[src/rtl/pipe_stage_hs.sv]
// pipe_stage_hs: valid/ready pipeline register with flush, optional 2-entry skid buffer (registered in_ready), saturating stall counter and occupancy
module pipe_stage_hs #(
  parameter int DATA_W = 32,
  parameter logic [DATA_W-1:0] CLEAR_VAL = '0,
  parameter int SKID = 1,
  parameter int CNT_W = 16
) (
  input  logic              clk,
  input  logic              reset,
  input  logic              flush,
  input  logic              in_valid,
  output logic              in_ready,
  input  logic [DATA_W-1:0] in_data,
  output logic              out_valid,
  input  logic              out_ready,
  output logic [DATA_W-1:0] out_data,
  output logic [CNT_W-1:0]  stall_cnt,
  output logic [1:0]        occupancy
);
  logic              r_main_v, r_skid_v, r_in_ready;
  logic [DATA_W-1:0] r_main_d, r_skid_d;
  logic [CNT_W-1:0]  r_stall;
  logic [1:0]        r_occ;
  logic              w_acc, w_con, w_move, w_to_main, w_to_skid, w_main_v, w_skid_v;
  logic [DATA_W-1:0] w_main_d, w_skid_d;
  assign in_ready  = (SKID != 0) ? r_in_ready : (out_ready || !r_main_v);
  assign out_valid = r_main_v;
  assign out_data  = r_main_d;
  assign stall_cnt = r_stall;
  assign occupancy = r_occ;
  assign w_acc     = in_valid && in_ready;
  assign w_con     = r_main_v && out_ready;
  assign w_move    = r_skid_v && w_con;
  assign w_to_main = w_acc && (!r_main_v || w_con);
  assign w_to_skid = w_acc && r_main_v && !w_con;
  assign w_main_v  = w_move || w_acc || (r_main_v && !w_con);
  assign w_skid_v  = w_to_skid || (r_skid_v && !w_con);
  assign w_main_d  = w_move ? r_skid_d : w_to_main ? in_data : r_main_d;
  assign w_skid_d  = w_to_skid ? in_data : r_skid_d;
  always_ff @(posedge clk) begin
    if (reset || flush) begin
      r_main_v   <= 1'b0;
      r_skid_v   <= 1'b0;
      r_main_d   <= CLEAR_VAL;
      r_skid_d   <= CLEAR_VAL;
      r_in_ready <= 1'b1;
      r_occ      <= 2'd0;
    end else begin
      r_main_v   <= w_main_v;
      r_skid_v   <= w_skid_v;
      r_main_d   <= w_main_d;
      r_skid_d   <= w_skid_d;
      r_in_ready <= !w_skid_v;
      r_occ      <= {1'b0, w_main_v} + {1'b0, w_skid_v};
    end
  end
  always_ff @(posedge clk) begin
    if (reset)
      r_stall <= '0;
    else if (r_main_v && !out_ready && !(&r_stall))
      r_stall <= r_stall + CNT_W'(1);
  end
endmodule

[config.mk]
export PLATFORM = sky130hd
export DESIGN_NAME = pipe_stage_hs
export DESIGN_NICKNAME = d
export VERILOG_FILES = /design/src/rtl/pipe_stage_hs.sv
export SDC_FILE = /design/constraint.sdc
export NUM_CORES = 1
export LEC_CHECK = 0
export ABC_AREA = 1
export CORE_MARGIN = 8
export CORE_UTILIZATION = 35
export DETAILED_ROUTE_END_ITERATION = 10
export DONT_BUFFER_PORTS = 1
export PLACE_DENSITY_LB_ADDON = 0.25
export SLEW_MARGIN = 20
export SYNTH_ARGS = -nofsm -noshare
export SYNTH_HDL_FRONTEND = slang
export SYNTH_SLANG_ARGS = --single-unit
[constraint.sdc]
create_clock -name clk -period 2.2 [get_ports clk]
set_input_delay 0.44 -clock clk [delete_from_list [all_inputs] [get_ports clk]]
set_output_delay 0.44 -clock clk [all_outputs]
set_load 0.01 [all_outputs]
==> After elaboration in Yosys (flattened, before gate mapping) <==
Cells that the tools add are included.
Widths: inputs -> output; s select.
{ "op_classes": {"n_mux": 2, "reduce_logical": 22, "n_addsub": 2} }
{ "op_table": {"columns": ["operator", "n"], "rows": [
  ["$mux 32", 2],
  ["$add 16x1->16 const B", 1],
  ["$reduce_and 16->1", 1],
  ["$logic_and 1x1->1", 10],
  ["$logic_not 1->1", 5],
  ["$logic_or 1x1->1", 5],
  ["$add 1x1->2", 1],
  ["$reduce_bool 2->1", 1]
]} }
{ "word_totals": {"ff_bits": 85, "output_inout_bits": 52, "in_bits": 37, "wordCells": 33} }

==> Depth between registers and ports, before layout <==
{ "depth": {"word_depth": 5, "ltp_mapped": 9, "mapped_depth_nobuf": 9} }

==> Least setup slack after synthesis <==
Ideal clock, no wire load.
{ "synth_path": {"path_type": "register to register", "startpoint": "reg r_stall[0], in the netlist stall_cnt[0]", "endpoint": "reg r_stall[15], in the netlist stall_cnt[15]", "arrival_time_ns": 1.330, "slack_ns": 0.755, "path_stages_with_launch": 8, "n_path_buf": 1, "required_time_ns": 2.085, "period_less_slack_ns": 1.445, "setup_time_ns": 0.115, "path_cell_list": "dfxtp_1 > ha_1 > nand3_2 > nor2_2 > nand3_2 > buf_6 > a21oi_1 > nor2_1"} }
{ "synth_between": {"elab_chain_cells": 3, "word_cells_on_any_way": 4, "classes_between": "add/sub (1); reduce/logical (3)"} }
{ "synth_rtl": {"columns": ["element", "line_no", "source"], "rows": [
  ["from (decl)", "22", "logic [CNT_W-1:0] r_stall;"],
  ["from (signal assigned)", "61", "r_stall <= r_stall + CNT_W'(1);"],
  ["branches (longest 3 deep; another with $add 16x1->16)", null, null]
]} }
Several ways; the timed one is not identified.
A chain may end at the register's enable or synchronous reset.

==> Worst setup path in the final report <==
{ "layout_path": {"startpoint": "reg r_main_v, in the netlist out_valid", "endpoint": "reg r_main_d[10], in the netlist out_data[10]"} }
{ "layout_between": {"elab_chain_cells": 4, "word_cells_on_any_way": 7, "classes_between": "mux (1); reduce/logical (6)"} }
{ "layout_rtl": {"columns": ["element", "line_no", "source"], "rows": [
  ["from (decl)", "20", "logic r_main_v, r_skid_v, r_in_ready;"],
  ["from (signal assigned)", "49", "r_main_v <= w_main_v;"],
  ["$logic_not 1->1 / $logic_and 1x1->1 (equally long branches)", "34, 32", null],
  ["$logic_or 1x1->1", "34", "assign w_to_main = w_acc && (!r_main_v || w_con);"],
  ["$logic_and 1x1->1", "34", null],
  ["$reduce_bool 2->1 (no source line)", null, null],
  ["to (signal assigned)", "51", "r_main_d <= w_main_d;"],
  ["to (decl)", "21", "logic [DATA_W-1:0] r_main_d, r_skid_d;"]
]} }
Several ways; a longest one is shown, not always the timed one.

==> metrics.md <==
| Metric | Value |
|---|---|
| Status | `finished clean` |
| Die Wd | `119 um` |
| Site row count | `37` |
| Leakage | `1.55 nW` |
| Clk buf depth | `2` |
| Initial Util | `36.1%` |
| Final Slew Violations | `0` |
| Hold_buf cts | `0` |
| Reg2Reg Launch Point | `out_valid` |
| WP depth | `8` |
| FF+latch area | `1700 um2` |
| Clk_skew | `0.00721 ns` |
| Fin crit share | `77.2%` |
| Max VDD drop | `0.262 mV` |
| R2r endpoint | `out_data[10]` |
| Final WS setup | `0.502 ns` |
| Routability Congestion | `0.811` |
| Synth Area in XOR/XNOR | `0%` |
| CTS clock-pin slew for the worst setup and hold paths | `0.09 ns` |
| Max H-tree Level | `3` |
| IO Pins | `89` |
| #FFs+latches synth | `85` |
| CP arrival | `1.98 ns` |
| Synth warnings | `0` |
| Adder and majority gate portion of the synthesized area | `0.336%` |
| Crit path max fanout | `32` |
| Post-CTS Setup Bufs | `0` |
| # resized after CTS | `0` |
| Max_slew headroom | `41.2%` |
| Port bufs | `0` |
| Unique masters post-synth | `21` |
| CTS sink cnt | `85` |
| CTS tree | `yes` |
| Dpl hpwl | `6800 um` |
| Worst setup SP type | `flip-flop` |
| CP max stage cell | `dfxtp_1` |
| DRC | `0` |
| Synthesized instance count | `548` |
| Antenna violations before repair | `0` |
| GRT Total Usage | `13.8%` |
| Fmax | `589 MHz` |
| Root Driver | `clkbuf_8` |
| Final Hold Fails | `0` |
| Die Area | `14200 um2` |
| Setup WS pre-CTS | `0.485 ns` |
| Worst Hold Class | `primary input to flip-flop` |
| Via count | `3328` |
| Cells along the critical path | `nand2_1 -> inv_2 -> nand2_2 -> nand2_2 -> nand2_2 -> inv_2 -> nand2_1 -> a21oi_1` |
| Filler Cells Inserted | `1104` |
| Dominant synthesized flop cell | `dfxtp_1` |
| Worst skew pair latency | `0.36 ns` |
| Num CTS Buffers | `9` |
| Vias per cell | `4.88` |
| Simple-Gate Fraction of Synth Area | `28.2%` |
| Global-route wire length before repair | `15900 um` |
| Setup TNS | `0 ns` |
| CP most frequent cell | `nand2_2` |
| CP required | `2.48 ns` |
| Ratio of cells with drive above 1 in the final layout | `6.96%` |
| Critical path launch point | `out_valid` |
| Die Y | `119 um` |
| R2r setup slk | `0.50 ns` |
| Synthesis-to-finish area growth | `7.01%` |
| Final #Nets | `579` |
| Crit. End Element | `flip-flop` |
| Core Box Area | `10300 um2` |
| Power per cell area | `690 nW/um2` |
| Finish-stage setup viols | `0` |
| Maximum cell stage delay along the critical path | `0.44 ns` |
| Vias in the first global route | `3074` |
| Netlist Area Pre-Place | `3730 um2` |
| Syn nets | `586` |
| Worst slew pin tran | `0.881 ns` |
| R2R cell count | `8` |
| Maximum number of pins on one net before global-route repair | `34` |
| Footprint of the multi-input gates | `1690 um2` |
| Avg Inst Size Synth | `6.80 um2` |
| Main combinational cell family by area after synthesis | `simple AND/OR/NAND/NOR gates` |
| Detail Route Antenna Nets | `0` |
| Unrepaired setup endpoints after global routing | `false` |
| EDFF count, synth | `0` |
| Min-delay src | `in_data[30]` |
| Ys async rst share | `0%` |
| Number of DRC markers in iteration 0 | `288` |
| Post-synthesis mux area share | `0%` |
| Non-filler cells, final | `682` |
| Antenna Cells | `0` |
| CP Capture Point | `out_data[10]` |
| Sequential area share after synthesis | `45.6%` |
| Post-synthesis compound-gate area fraction | `16.6%` |
| Final WL | `9620 um` |
| Period minus WS final | `1.70 ns` |
| # Max-Cap Violations | `0` |
| Overflow after GRT | `0` |
| DR WL/cell | `14.1 um` |
| Buffer and inverter count on the worst path | `2` |
| DP Cell Count | `666` |
| Setup CP Type | `flip-flop to flip-flop` |
| Top delay family on crit path | `buffers and inverters` |
| Pre-antenna DRT Iters | `6` |
| Layout Utilization | `38.6%` |
==> layout by cell type, fill, tap and decap left out, drive strengths merged, types with 2 or more instances in the layout <==
| cell | instances |
|---|---|
| nand2 | 147 |
| nand4 | 4 |
| and2 | 2 |
| buf | 10 |
| nor2 | 78 |
| nor3 | 3 |
| nand3 | 26 |
| clkinv | 5 |
| clkbuf | 10 |
| inv | 50 |
| a21oi | 59 |
| o21ai | 65 |
| dfxtp | 85 |
==> metrics by stage <==
step                total power, mW  cell area [um2]  hold WS (ns)
finish                         2.75             3990         0.245
CTS                            2.80             3990         0.229
detailed placement             1.81             3820         0.440
global placement               1.80             3820         0.433
global route                   2.89             3990         0.252
floorplan                      1.76             3730         0.425
==> where the power goes <==
| group | internal (mW) | total (mW) | switching (mW) |
|---|---|---|---|
| sequential | 1.57 | 1.60 | 0.0317 |
| clock | 0.409 | 0.987 | 0.578 |
| combinational | 0.0547 | 0.166 | 0.111 |
==> cells by family after synthesis <==
| family | count (synthesis) |
|---|---|
| adder cells (fa/ha/maj) | 1 |
| flip-flops | 85 |
| AO/OA/AOI/OAI | 124 |
| AND/OR/NAND/NOR | 260 |
| buffers and inverters | 78 |
==> worst reg2reg max path, delay by kind of cell, from the launching register on <==
kind / cells / cell delay, ns
DFF: 1 / 0.44
buffers and inverters: 2 / 0.57
AOI/OAI and AO/OA: 1 / 0.14
and+or+nand+nor: 5 / 0.49
==> layer usage <==
layer	track usage, %	up-vias	wire length, um
met3	6.14	13	957
met1	16.2	1498	4160
li1	-	1738	-
met4	6.40	0	172
met2	21.4	79	4340
met5	0	-	0
==> cells in the mapped netlist (8+ instances only) <==
cell type    n  share of area [%]
o21ai_0     57                7.7
nand2_1    143                 14
o21ai_1      8                1.1
buf_2        8                1.1
dfxtp_1     85                 46
nand3_1     24                3.2
inv_1       46                4.6
nor2_1      77                7.8
a21oi_1     59                7.9
clkbuf_1    11                1.1
==> state kept, by name (all words and copies together), names as in the netlist <==
name and cells:
in_ready 1, out_data 32, r_skid_v 1, stall_cnt 16, occupancy 2, r_skid_d 32, out_valid 1
==> cell type report <==
type	instances	area share, %
clock buffers	10	3.20
clock inverters	6	1.00
inverters	50	4.70
multi-input cells	385	42.3
flip-flops and latches	85	42.6
well taps	136	4.26
repair buffers	10	1.88
==> worst min path at each step <==
stage                   end  cells after the start
5_1_grt        r_skid_d[27]                      2
4_1_cts        r_skid_d[26]                      2
3_3_place_gp    r_skid_d[5]                      2
3_5_place_dp   r_skid_d[18]                      2
2_1_floorplan  r_skid_d[10]                      2
6_report       r_skid_d[30]                      2
Note: power is estimated with default switching activity, not from simulation.
